===== src/rtl/dma_pkg.sv =====
// dma_pkg -- shared definitions for the DMA copy engine.
//   dma_state_t        : engine FSM states (IDLE, RUN, DONE)
//   FIFO_DEPTH_DEFAULT : default number of words buffered between read and write sides
//   ADDR_INC           : address step per word
// Configuration macro: DMA_BYTE_ADDR_EN
//   defined   -> byte addressing, 4 bytes per 32-bit word
//   undefined -> word addressing, step of 1
package dma_pkg;

  typedef enum logic [1:0] {
    IDLE = 2'd0,
    RUN  = 2'd1,
    DONE = 2'd2
  } dma_state_t;

  localparam int FIFO_DEPTH_DEFAULT = 4;

`ifdef DMA_BYTE_ADDR_EN
  // Byte addresses: one 32-bit word spans four byte addresses.
  localparam logic [31:0] ADDR_INC = 32'd4;
`else
  localparam logic [31:0] ADDR_INC = 32'd1;
`endif

endpackage


===== src/rtl/dma_if.sv =====
// dma_if -- read-master and write-master bus of the DMA copy engine.
//   rd_req/rd_addr -> memory, rd_ack/rd_data <- memory
//   wr_req/wr_addr/wr_data -> memory, wr_ack <- memory
// A request and its address/data are held until the matching ack is high
// in a cycle; that cycle completes the transfer.
// modport master : engine side, modport slave : memory side.
interface dma_if #(
  parameter int DATA_WIDTH = 32
);
  logic                  rd_req;
  logic [31:0]           rd_addr;
  logic                  rd_ack;
  logic [DATA_WIDTH-1:0] rd_data;
  logic                  wr_req;
  logic [31:0]           wr_addr;
  logic [DATA_WIDTH-1:0] wr_data;
  logic                  wr_ack;

  modport master (
    output rd_req, rd_addr, wr_req, wr_addr, wr_data,
    input  rd_ack, rd_data, wr_ack
  );

  modport slave (
    input  rd_req, rd_addr, wr_req, wr_addr, wr_data,
    output rd_ack, rd_data, wr_ack
  );
endinterface


===== src/rtl/dma_fifo.sv =====
// dma_fifo -- small synchronous FIFO between the read and write sides.
//   clock, reset_n : clock, synchronous active-low reset
//   clear          : synchronous flush (pointers and count to zero)
//   push/push_data : write one word (ignored when full)
//   pop            : drop the head word (ignored when empty)
//   head           : current head word, valid whenever empty is low
//   full/empty/count : occupancy status
// The head is read combinationally so a word pushed in one cycle is
// presented to the write side in the very next cycle.
module dma_fifo #(
  parameter int DATA_WIDTH = 32,
  parameter int DEPTH      = 4
) (
  input  logic                    clock,
  input  logic                    reset_n,
  input  logic                    clear,
  input  logic                    push,
  input  logic [DATA_WIDTH-1:0]   push_data,
  input  logic                    pop,
  output logic [DATA_WIDTH-1:0]   head,
  output logic                    full,
  output logic                    empty,
  output logic [$clog2(DEPTH):0]  count
);
  localparam int AW = $clog2(DEPTH);
  localparam int CW = AW + 1;

  logic [DATA_WIDTH-1:0] mem [DEPTH];
  logic [AW-1:0]         wr_ptr_reg;
  logic [AW-1:0]         rd_ptr_reg;
  logic [CW-1:0]         count_reg;
  logic                  do_push;
  logic                  do_pop;

  assign full    = (count_reg == CW'(DEPTH));
  assign empty   = (count_reg == '0);
  assign count   = count_reg;
  assign head    = mem[rd_ptr_reg];
  assign do_push = push && !full;
  assign do_pop  = pop && !empty;

  // Storage is not reset; only the pointers define what is valid.
  always_ff @(posedge clock) begin
    if (do_push) begin
      mem[wr_ptr_reg] <= push_data;
    end
  end

  // DEPTH is a power of two, so the pointers wrap naturally.
  always_ff @(posedge clock) begin
    if (!reset_n || clear) begin
      wr_ptr_reg <= '0;
      rd_ptr_reg <= '0;
      count_reg  <= '0;
    end else begin
      if (do_push) wr_ptr_reg <= wr_ptr_reg + 1'b1;
      if (do_pop)  rd_ptr_reg <= rd_ptr_reg + 1'b1;
      case ({do_push, do_pop})
        2'b10:   count_reg <= count_reg + 1'b1;
        2'b01:   count_reg <= count_reg - 1'b1;
        default: count_reg <= count_reg;
      endcase
    end
  end
endmodule


===== src/rtl/dma_copy_engine.sv =====
// dma_copy_engine -- copies iSize words from iBase_Rd_add to iBase_Wr_add.
//   clock, reset_n       : clock, synchronous active-low reset
//   iBase_Rd_add/Wr_add  : source/destination start address (sampled at start)
//   iSize                : length in words (sampled at start)
//   iStart               : start level; only a rising edge seen in IDLE starts a copy
//   bus (dma_if.master)  : read master and write master
//   oBusy                : high in RUN and DONE
//   oDone                : one-cycle pulse in DONE
// Configuration macro: DMA_BYTE_ADDR_EN (byte addressing, see dma_pkg).
// Reads and writes overlap through dma_fifo: the read side keeps the FIFO
// topped up (one read outstanding at a time) while the write side drains it.
module dma_copy_engine
  import dma_pkg::*;
#(
  parameter int DATA_WIDTH = 32,
  parameter int FIFO_DEPTH = FIFO_DEPTH_DEFAULT
) (
  input  logic        clock,
  input  logic        reset_n,
  input  logic [31:0] iBase_Rd_add,
  input  logic [31:0] iBase_Wr_add,
  input  logic [31:0] iSize,
  input  logic        iStart,
  dma_if.master       bus,
  output logic        oBusy,
  output logic        oDone
);
  localparam int CW = $clog2(FIFO_DEPTH) + 1;

  dma_state_t            state_reg;
  logic                  start_reg;
  logic                  start_prev_reg;
  logic [31:0]           rd_addr_reg;
  logic [31:0]           wr_addr_reg;
  logic [31:0]           size_reg;
  logic [31:0]           rd_cnt_reg;
  logic [31:0]           wr_cnt_reg;
  logic                  busy_reg;
  logic                  done_reg;

  logic                  start_edge;
  logic                  in_run;
  logic                  rd_fire;
  logic                  wr_fire;
  logic                  fifo_clear;
  logic [DATA_WIDTH-1:0] fifo_head;
  logic                  fifo_full;
  logic                  fifo_empty;
  logic [CW-1:0]         fifo_count;

  assign start_edge = start_reg && !start_prev_reg;
  assign in_run     = (state_reg == RUN);
  assign fifo_clear = (state_reg == IDLE) && start_edge;

  // rd_req is the outstanding read itself, so "occupancy + outstanding" is
  // just the occupancy check. Neither term can change while a read waits
  // for its ack, which keeps rd_req and rd_addr stable.
  assign bus.rd_req  = in_run && (rd_cnt_reg < size_reg) && (fifo_count < CW'(FIFO_DEPTH));
  assign bus.rd_addr = rd_addr_reg;
  assign bus.wr_req  = in_run && !fifo_empty;
  assign bus.wr_addr = wr_addr_reg;
  assign bus.wr_data = bus.wr_req ? fifo_head : '0;

  assign rd_fire = bus.rd_req && bus.rd_ack && !fifo_full;
  assign wr_fire = bus.wr_req && bus.wr_ack;

  assign oBusy = busy_reg;
  assign oDone = done_reg;

  dma_fifo #(
    .DATA_WIDTH (DATA_WIDTH),
    .DEPTH      (FIFO_DEPTH)
  ) u_fifo (
    .clock     (clock),
    .reset_n   (reset_n),
    .clear     (fifo_clear),
    .push      (rd_fire),
    .push_data (bus.rd_data),
    .pop       (wr_fire),
    .head      (fifo_head),
    .full      (fifo_full),
    .empty     (fifo_empty),
    .count     (fifo_count)
  );

  always_ff @(posedge clock) begin
    if (!reset_n) begin
      state_reg      <= IDLE;
      start_reg      <= 1'b0;
      start_prev_reg <= 1'b0;
      rd_addr_reg    <= '0;
      wr_addr_reg    <= '0;
      size_reg       <= '0;
      rd_cnt_reg     <= '0;
      wr_cnt_reg     <= '0;
      busy_reg       <= 1'b0;
      done_reg       <= 1'b0;
    end else begin
      start_reg      <= iStart;
      start_prev_reg <= start_reg;
      done_reg       <= 1'b0;
      case (state_reg)
        IDLE: begin
          if (start_edge) begin
            rd_addr_reg <= iBase_Rd_add;
            wr_addr_reg <= iBase_Wr_add;
            size_reg    <= iSize;
            rd_cnt_reg  <= '0;
            wr_cnt_reg  <= '0;
            busy_reg    <= 1'b1;
            if (iSize == '0) begin
              state_reg <= DONE;
              done_reg  <= 1'b1;
            end else begin
              state_reg <= RUN;
            end
          end
        end
        RUN: begin
          if (rd_fire) begin
            rd_addr_reg <= rd_addr_reg + ADDR_INC;
            rd_cnt_reg  <= rd_cnt_reg + 32'd1;
          end
          if (wr_fire) begin
            wr_addr_reg <= wr_addr_reg + ADDR_INC;
            wr_cnt_reg  <= wr_cnt_reg + 32'd1;
            // Final write: DONE occupies the next cycle, FIFO already empty.
            if (wr_cnt_reg + 32'd1 == size_reg) begin
              state_reg <= DONE;
              done_reg  <= 1'b1;
            end
          end
        end
        DONE: begin
          state_reg <= IDLE;
          busy_reg  <= 1'b0;
        end
        default: begin
          state_reg <= IDLE;
          busy_reg  <= 1'b0;
        end
      endcase
    end
  end
endmodule

===== src/flat_wrapper.sv =====
// flat-port wrapper written by rule: the top's interface ports become plain ports
module dma_copy_engine_flat import dma_pkg::*;
#(
  parameter int DATA_WIDTH = 32,
  parameter int FIFO_DEPTH = FIFO_DEPTH_DEFAULT
)
  (clock, reset_n, iBase_Rd_add, iBase_Wr_add, iSize, iStart, oBusy, oDone, bus_rd_req, bus_rd_addr, bus_wr_req, bus_wr_addr, bus_wr_data, bus_rd_ack, bus_rd_data, bus_wr_ack);
  dma_if #(.DATA_WIDTH(DATA_WIDTH)) bus_i ();
  input  logic clock;
  input  logic reset_n;
  input  logic [31:0] iBase_Rd_add;
  input  logic [31:0] iBase_Wr_add;
  input  logic [31:0] iSize;
  input  logic iStart;
  output logic oBusy;
  output logic oDone;
  output wire logic [$bits(bus_i.rd_req)-1:0] bus_rd_req;
  output wire logic [$bits(bus_i.rd_addr)-1:0] bus_rd_addr;
  output wire logic [$bits(bus_i.wr_req)-1:0] bus_wr_req;
  output wire logic [$bits(bus_i.wr_addr)-1:0] bus_wr_addr;
  output wire logic [$bits(bus_i.wr_data)-1:0] bus_wr_data;
  input wire logic [$bits(bus_i.rd_ack)-1:0] bus_rd_ack;
  input wire logic [$bits(bus_i.rd_data)-1:0] bus_rd_data;
  input wire logic [$bits(bus_i.wr_ack)-1:0] bus_wr_ack;
  assign bus_rd_req = bus_i.rd_req;
  assign bus_rd_addr = bus_i.rd_addr;
  assign bus_wr_req = bus_i.wr_req;
  assign bus_wr_addr = bus_i.wr_addr;
  assign bus_wr_data = bus_i.wr_data;
  assign bus_i.rd_ack = bus_rd_ack;
  assign bus_i.rd_data = bus_rd_data;
  assign bus_i.wr_ack = bus_wr_ack;
  dma_copy_engine #(.DATA_WIDTH(DATA_WIDTH), .FIFO_DEPTH(FIFO_DEPTH)) u_core (.clock(clock), .reset_n(reset_n), .iBase_Rd_add(iBase_Rd_add), .iBase_Wr_add(iBase_Wr_add), .iSize(iSize), .iStart(iStart), .bus(bus_i), .oBusy(oBusy), .oDone(oDone));
endmodule

===== config.mk =====
export PLATFORM = sky130hd
export DESIGN_NAME = dma_copy_engine_flat
export DESIGN_NICKNAME = d
export VERILOG_FILES = /design/src/rtl/dma_pkg.sv /design/src/rtl/dma_if.sv /design/src/rtl/dma_fifo.sv /design/src/rtl/dma_copy_engine.sv /design/src/flat_wrapper.sv
export SDC_FILE = /design/constraint.sdc
export NUM_CORES = 1
export LEC_CHECK = 0
export ABC_AREA = 1
export BUFFER_PORTS_ARGS = -buffer_cell sky130_fd_sc_hd__buf_2
export CORE_UTILIZATION = 58
export CTS_CLUSTER_SIZE = 12
export DETAILED_ROUTE_END_ITERATION = 10
export GPL_TIMING_DRIVEN = 0
export MAX_ROUTING_LAYER = met4
export PLACE_DENSITY_LB_ADDON = 0.08
export SETUP_SLACK_MARGIN = 0.02
export SLEW_MARGIN = 25
export SYNTH_ARGS = -nofsm -noshare
export SYNTH_HDL_FRONTEND = slang
export SYNTH_SLANG_ARGS = --single-unit

===== constraint.sdc =====
create_clock -name clock -period 5 [get_ports clock]
set_clock_uncertainty 0.15 [all_clocks]
set_input_delay 0.75 -clock clock [delete_from_list [all_inputs] [get_ports clock]]
set_output_delay 0.75 -clock clock [all_outputs]
set_load 0.02 [all_outputs]

Yosys cells after proc, flatten, opt, wreduce, memory -nomap -nowiden
Memory sizes are Yosys's and may differ from the RTL's. A register that Yosys moved wholly into a read port is not among the register bits.
Index checks and enable logic that the tools add are counted.
{"block": "totals", "reg_bits": 173, "mem_bits_rw": 128, "output_inout_bits": 100, "wordCells": 88, "mem_count": 1}
{"name": "u_core.u_fifo.mem", "words": 4, "width": 32, "rd": 1, "rd_ports_with_merged_regs": 1, "write_ports": 1, "line_no": "dma_fifo.sv:28", "source": "logic [DATA_WIDTH-1:0] mem [DEPTH];"}
{"block": "op_classes", "addsub": 8, "order_cmp": 2, "n_eq_ne": 9, "n_mux": 29, "bitwise_logic": 1, "reduce_logical": 25}
{"op": "$mux W32", "count": 8}
{"op": "$pmux W32 S2", "count": 4}
{"op": "$add A32 B1 Y32 const B", "count": 4}
{"op": "$eq A32 B32 Y1", "count": 1}
{"op": "$logic_not A32 Y1", "count": 1}
{"op": "$lt A32 B32 Y1", "count": 1}
{"op": "$mux W2", "count": 6}
{"op": "$logic_and A1 B1 Y1", "count": 10}
{"op": "$reduce_and A3 Y1", "count": 3}
{"op": "$mux W1", "count": 7}
{"op": "$ne A2 B2 Y1 const B", "count": 3}
{"op": "$pmux W3 S2", "count": 1}
{"op": "$add A2 B1 Y2 const B", "count": 2}
{"op": "$eq A2 B1 Y1 const B", "count": 2}
{"op": "$logic_not A1 Y1", "count": 4}
{"op": "$pmux W1 S2", "count": 2}
{"op": "$pmux W2 S2", "count": 1}
{"op": "$reduce_and A2 Y1", "count": 2}
{"op": "$reduce_bool A2 Y1", "count": 2}
{"op": "$add A3 B1 Y3 const B", "count": 1}
{"op": "$eq A3 B3 Y1 const B", "count": 1}
{"op": "$logic_not A3 Y1", "count": 1}
{"op": "$lt A3 B3 Y1 const B", "count": 1}
{"op": "$sub A3 B1 Y3 const B", "count": 1}
{"op": "other kinds (5)", "count": 5}

Longest topological paths before layout
Gate-level depths: netlist of run 1.
{"block": "logic_depth", "depth_word": 8, "mapped_depth": 20, "depth_no_buf": 19}

Hierarchy
A second synthesis of run 1 with hierarchy kept.
{"block": "hier_totals", "hier_cells": 2342, "area_unflattened_um2": 17047.6}
{"module": "dma_copy_engine", "n_inst": 1, "cells_each": 1960, "area_each_um2": 11761.3}
{"module": "dma_fifo", "n_inst": 1, "cells_each": 382, "area_each_um2": 5286.3}

Least setup slack after synthesis of run 1
OpenSTA, ideal clock, no wires.
{"block": "synth_timing", "path_type": "flip-flop to flip-flop", "startpoint": "register u_core.size_reg[29]", "endpoint": "memory u_core.u_fifo.mem[0][0], enable pin", "setup_ns": 0.421, "arrival_ns": 2.920, "t_required_ns": 4.429, "path_slack_ns": 1.509, "stages_incl_launch_ff": 11, "n_path_buf": 1, "cell_sequence": "dfxtp_1 -> inv_1 -> ha_1 -> a21oi_1 -> nor2_1 -> a21oi_1 -> o21ai_0 -> nor4_1 -> nand3_1 -> buf_2 -> nor2_1"}
{"block": "synth_via", "elab_chain_len": 8}
{"item": "from (decl)", "line_no": "dma_copy_engine.sv:35", "source": "logic [31:0] size_reg;"}
{"item": "from (signal assigned)", "line_no": "dma_copy_engine.sv:107", "source": "size_reg <= iSize;"}
{"item": "$lt A32 B32 Y1", "line_no": "dma_copy_engine.sv:58", "source": "assign bus.rd_req = in_run && (rd_cnt_reg < size_reg) && (fifo_count < CW'(FIFO_DEPTH));"}
{"item": "$logic_and A1 B1 Y1 (2 in a row)", "line_no": "dma_copy_engine.sv:58"}
{"item": "$logic_and A1 B1 Y1 (2 in a row)", "line_no": "dma_copy_engine.sv:64", "source": "assign rd_fire = bus.rd_req && bus.rd_ack && !fifo_full;"}
{"item": "$logic_and A1 B1 Y1", "line_no": "dma_fifo.sv:39", "source": "assign do_push = push && !full;"}
{"item": "$mux W1", "line_no": "dma_fifo.sv:44", "source": "if (do_push) begin"}
{"item": "$mux W1 (not written as such)", "line_no": "dma_fifo.sv:45", "source": "mem[wr_ptr_reg] <= push_data;"}
{"item": "to (decl)", "line_no": "dma_fifo.sv:28"}
Every way passes these cells.

==> flow_summary.yaml, run 1 <==
synthesis:
  yosysTopAreaCellShare_pct: 23.4
  ys_warn_count: 0
  synth_nets: 2366
  synth_cell_types: 51
  syn_inst: 2192
  synth_area_mm2: 0.0164
  yosysTopAreaCell: "edfxtp_1"
  synthesis.area_per_instance_um2: 7.49
  ys_top_cells_by_area: "edfxtp_1 23%, dfxtp_1 21%, nand2_1 11%, nor2_1 8.0%, a21oi_1 5.2%"
  seq_area_frac_synth_pct: 44.7
  ys_ff_latch: 303
clocking:
  cts_inserted_buffers: 34
  cts_buffer_depth: 3
  numClockSinks: 303
  cts-hold-fix-buffers: 0
  clock_latency_ns: 0.51
  path_clk_slew_ns: 0.06
  cts_tree: "built"
  post_cts_buffers: 0
  root_buffer: "clkbuf_16"
  ctsResizeCount: 0
  htreeDepth: 2
hold_path:
  hp-start: "u_core.start_reg"
  min_path_type: "register to register"
  holdPathEnd: "u_core.start_prev_reg"
  hold_path_depth: 2
drt:
  dr.pass1.iters: 6
  via_per_inst: 5.64
  antenna_left: 0
  wl_mm: 50.3
  num_vias: 16200
  first_iter_violations: 1570
  wl_per_cell_um: 17.5
  route.detailed.drc: 0
setup_path:
  crit_arrival_ns: 2.60
  worstReg2RegEnd: "u_core.u_fifo.count[2]"
  crit_family: "buffers and inverters"
  reg2reg_setup_slack_ns: 1.61
  crit_top_cell: "nor2_1"
  slowest_stage: "buf_1"
  critPathMaxFanout: 10
  cp-start-kind: "register"
  critPathRequiredTime_ns: 4.10
  critical_path_class: "register to output port"
  r2r_start: "u_core.rd_cnt_reg[27]"
  cp.depth: 7
  path_buf_inv: 3
  critical-path-max-stage-delay_ns: 0.57
  reg2reg_depth: 13
  worstPathCellList: "clkbuf_1 > buf_1 > nor2_1 > nor2_1 > o21ai_0 > a21oi_1 > buf_2"
  worst_setup_path_end_kind: "output port"
place:
  io_buffers: 231
  place.gp.congestion: 0.949
  dp_hpwl_mm: 37.6
  dpl_worst_slack_ns: 1.66
run:
  drv_cap: 0
final_layout:
  final_common_cell: "nand2_1"
  ff_latch_area_mm2: 0.00735
  nets: 2637
  final_layout_size_suffix_gt1_share_pct: 13.7
  mostFrequentLayoutCells: "493 x nand2_1, 345 x nor2_1, 249 x buf_2"
  postLayoutCoreUtil_pct: 69.4
  multi_input_area_mm2: 0.00813
  largest_reg_flops: 128
  top_register: "u_core.u_fifo.mem"
  n_fill_cell: 2417
  synthToLayoutAreaGrowth_pct: 17.5
run_status:
  status: "complete, no violations"
power:
  p_int_uw: 4390
  clockPowerShare_pct: 42.7
  p_sw_uw: 1490
  powerDensity_mw_per_mm2: 305
  pwr-share-comb_pct: 10.8
  p_leak_uw: 0.00740
  peakVddDrop_mv: 0.202
  swShare_pct: 25.4
  pwr-share-seq_pct: 46.5
global_route:
  grt_max_degree: 23
  grt_pass1_wl_mm: 77.5
  grt_pass1_vias: 15000
  grt_usage_pct: 35.2
  grt-ovfl-total: 0
  antenna_found_initial: 2
timing:
  relSlewSlack_pct: 48.3
  setup_viol: 0
  fin_crit_ns: 3.50
  rsz0062_at_grt: "no"
  setup_tns_ns: 0
  hold_ws_ns: 0.253
  fin_crit_sh_pct: 69.9
  worstMarginPinSlew_ns: 0.776
  hold_viol: 0
  setup_ws_ns: 1.50
  clock.fmax_mhz: 286
  maxSlewViolCount: 0
floorplan:
  ios: 233
  fp.dieH_um: 170
  row_count: 61
  coreArea_mm2: 0.0278
  start_util_pct: 59.1
  fp.dieW_um: 170
  die_area_mm2: 0.0290
-- how the worst max path moves through the flow --
stage	startpoint	to	slack [ns]
floorplan	u_core.size_reg[29]	u_core.u_fifo.mem[0][0]	1.51
detailed placement	u_core.rd_cnt_reg[27]	u_core.u_fifo.count[2]	1.66
global placement	u_core.size_reg[1]	u_core.u_fifo.mem[1][17]	0.23
global route	u_core.rd_cnt_reg[29]	u_core.u_fifo.count[2]	1.34
finish	register	bus_wr_data[18]	1.50
CTS	register	bus_wr_data[19]	1.49
-- through the flow --
step	total power (uW)	cell area (um^2)	std cells
floorplan	3140	16400	2192
global placement	3390	18000	2801
detailed placement	3410	18200	2805
CTS	5880	19300	2863
global route	6050	19300	2865
finish	5880	19300	2865
-- metal layers --
metal / vias up / wire (um) / GRT usage [%]
met2: 674 / 23900 / 57.9
met1: 7513 / 21200 / 44.7
met3: 125 / 3320 / 3.51
li1: 7857 / - / -
met5: - / 0 / -
met4: 0 / 1820 / 13.8
-- tightest hold or removal path, cell delays in order (launching register included) --
cell and delay (ns):
dfxtp_1 0.31, nand2_1 0.05, inv_1 0.03
-- layout make-up --
type | instances | area share (%)
timing repair buffer | 235 | 6.56
clock inverter | 7 | 0.720
clock buffer | 51 | 4.96
antenna | 2 | 0.0259
inverter | 157 | 3.05
tap | 378 | 2.45
sequential | 303 | 38.1
buffer | 96 | 2.00
multi-input combinational | 1636 | 42.1
-- cell usage after synthesis (all sizes together) --
cell type / count
nand4: 31
ha: 40
a41oi: 1
o211ai: 7
nand3b: 3
xnor2: 33
a221oi: 1
a211oi: 5
inv: 156
o31ai: 2
mux2i: 13
o21bai: 5
nor4: 23
fa: 1
clkinv: 1
nand2: 500
o22ai: 1
edfxtp: 128
or2: 6
xnor3: 1
a31oi: 11
nand2b: 1
xor2: 40
nor3b: 1
a311oi: 1
nor2: 365
nor3: 38
nand3: 172
o21ai: 152
clkbuf: 66
buf: 30
a21boi: 2
dfxtp: 175
xor3: 1
and2: 2
a21oi: 172
o21a: 5
-- cells by family (layout without fill, tap and decap cells) --
| logic type | count (synthesis) | in the layout | synth area share [%] |
|---|---|---|---|
| adders and majority gates | 41 | 41 | 3.17 |
| xor gates and xnor gates | 75 | 75 | 4.18 |
| and+or+nand+nor | 1142 | 1142 | 29.4 |
| buffers and inverters | 253 | 546 | 5.94 |
| other | 0 | 2 | 0 |
| DFF | 303 | 303 | 44.7 |
| muxes | 13 | 13 | 0.792 |
| AOI/OAI and AO/OA | 365 | 365 | 11.7 |
-- power by group through the flow --
stage / Sequential (uW) / Combinational, uW / Clock [uW]
4_1_cts: 2730 / 628 / 2520
3_5_place_dp: 2780 / 625 / 0
6_report: 2730 / 635 / 2510
3_3_place_gp: 2780 / 604 / 0
2_1_floorplan: 2810 / 331 / 0
5_1_grt: 2740 / 697 / 2610
(Power assumes the default switching activity.)
==> run 2: changes to the inputs <==
Clock period 5 ns to 3.3 ns, I/O delays scaled along.
==> run 2 against run 1 <==
Effect of this change:
- sequential cell count stayed put
- final area is 0.30% higher
- clock-buffer cell count stayed put
- non-clock buffer count is 1 higher
- setup slack worse by 1.4 ns
- die area stayed put
- critical endpoint is now bus_wr_data[11]
- combinational power is 53% higher
- core utilization is 0.21 points higher
==> flow_summary.yaml, run 2 (same netlist as run 1, synthesis figures left out) <==
timing:
  clock.fmax_mhz: 314
  fin_crit_sh_pct: 96.4
  fin_crit_ns: 3.18
  relSlewSlack_pct: 46.8
  hold_viol: 0
  setup_viol: 0
  maxSlewViolCount: 0
  worstMarginPinSlew_ns: 0.798
  setup_tns_ns: 0
  setup_ws_ns: 0.117
clocking:
  root_buffer: "clkbuf_16"
  cts_buffer_depth: 3
  cts_inserted_buffers: 34
  path_clk_slew_ns: 0.06
  clock_latency_ns: 0.52
  htreeDepth: 2
  cts-hold-fix-buffers: 0
  numClockSinks: 303
  cts_tree: "built"
final_layout:
  mostFrequentLayoutCells: "492 x nand2_1, 345 x nor2_1, 248 x buf_2"
  final_layout_size_suffix_gt1_share_pct: 14.1
  final_cells: 2866
  nets: 2638
  n_fill_cell: 2410
  top_register: "u_core.u_fifo.mem"
  final_common_cell: "nand2_1"
  synthToLayoutAreaGrowth_pct: 17.8
  largest_reg_flops: 128
floorplan:
  row_count: 61
  ios: 233
  fp.dieW_um: 170
  start_util_pct: 59.1
  coreArea_mm2: 0.0278
  fp.dieH_um: 170
  die_area_mm2: 0.0290
setup_path:
  crit_arrival_ns: 2.54
  critPathRequiredTime_ns: 2.65
  r2r_start: "u_core.state_reg[0]"
  critPathMaxFanout: 10
  critical_path_class: "register to output port"
  worst_setup_path_end_kind: "output port"
  cp-start-kind: "register"
hold_path:
  hp-start: "iStart"
  min_path_type: "input pin to register"
place:
  io_buffers: 231
  dpl_worst_slack_ns: -0.0406
  dp.cells: 2805
  dp_hpwl_mm: 37.6
  place.gp.congestion: 0.949
drt:
  wl_mm: 50.3
  dr.pass1.iters: 6
  num_vias: 16200
  via_per_inst: 5.67
  route.detailed.drc: 0
  wl_per_cell_um: 17.6
  first_iter_violations: 1633
  antenna_left: 0
global_route:
  grt_pass1_vias: 15000
  grt_max_degree: 23
  antenna_found_initial: 2
  grt_pass1_wl_mm: 77.5
  grt_usage_pct: 35.2
  grt-ovfl-total: 0
run_status:
  status: "complete, no violations"
power:
  peakVddDrop_mv: 0.311
  p_leak_uw: 0.00742
  powerDensity_mw_per_mm2: 461
run:
  drv_cap: 0
-- run 2: worst max-delay path, cell delays in order (launching register included) --
cell and delay (ns):
dfxtp_1 0.35, clkbuf_1 0.40, buf_1 0.47, nor2_1 0.10
nor2_1 0.14, o21ai_0 0.14, a21oi_1 0.22, buf_2 0.20
-- run 2: cell type report --
class	count	area [um^2]	share of cell area, %
flip-flops and latches	303	7350	38.0
well taps	378	473	2.44
inverters	157	589	3.05
plain buffers	96	403	2.08
clock buffers	51	957	4.95
multi-input cells	1636	8160	42.2
diodes	2	5.00	0.0259
clock inverters	7	139	0.718
repair buffers	236	1270	6.58
-- run 2: repair_timing --
action	in CTS	in global routing
gates resized for setup	2	13
endpoints found under the setup margin	1	9
buffers inserted	0	1
pin swaps	0	2
-- run 2: path summary, 6_finish.rpt --
path / slack, ns / endpoint / depth (start not counted)
worst min register to register: 0.25 / u_core.start_prev_reg / 2
worst min-delay path: 0.04 / u_core.start_reg / 3
worst max-delay path: 0.12 / bus_wr_data[11] / 7
worst max register to register: 0.12 / u_core.u_fifo.count[1] / 9
-- run 2: through the flow --
stage	total power (uW)	hold WS [ns]	util (%)	cell area, um^2
2_1_floorplan	4760	0.257	-	16400
3_3_place_gp	5130	0.262	65.0	18000
3_5_place_dp	5160	0.269	65.5	18200
4_1_cts	8920	0.0371	69.4	19300
5_1_grt	9180	0.0430	69.6	19300
6_report	8930	0.0404	69.6	19300
-- run 2: layer usage --
layer | global-route usage [%] | routed length, um | up-vias
li1 | - | - | 7862
met1 | 44.7 | 21100 | 7527
met2 | 57.9 | 24000 | 721
met3 | 3.51 | 3420 | 135
met4 | 13.8 | 1860 | 0
met5 | - | 0 | -
-- run 2: report_power, final --
| part | internal [uW] | leakage, uW | switching [uW] |
|---|---|---|---|
| Combinational | 323 | 0.00430 | 649 |
| Clock | 2310 | 0.000534 | 1500 |
| Sequential | 4020 | 0.00258 | 127 |
| Total | 6650 | 0.00742 | 2270 |
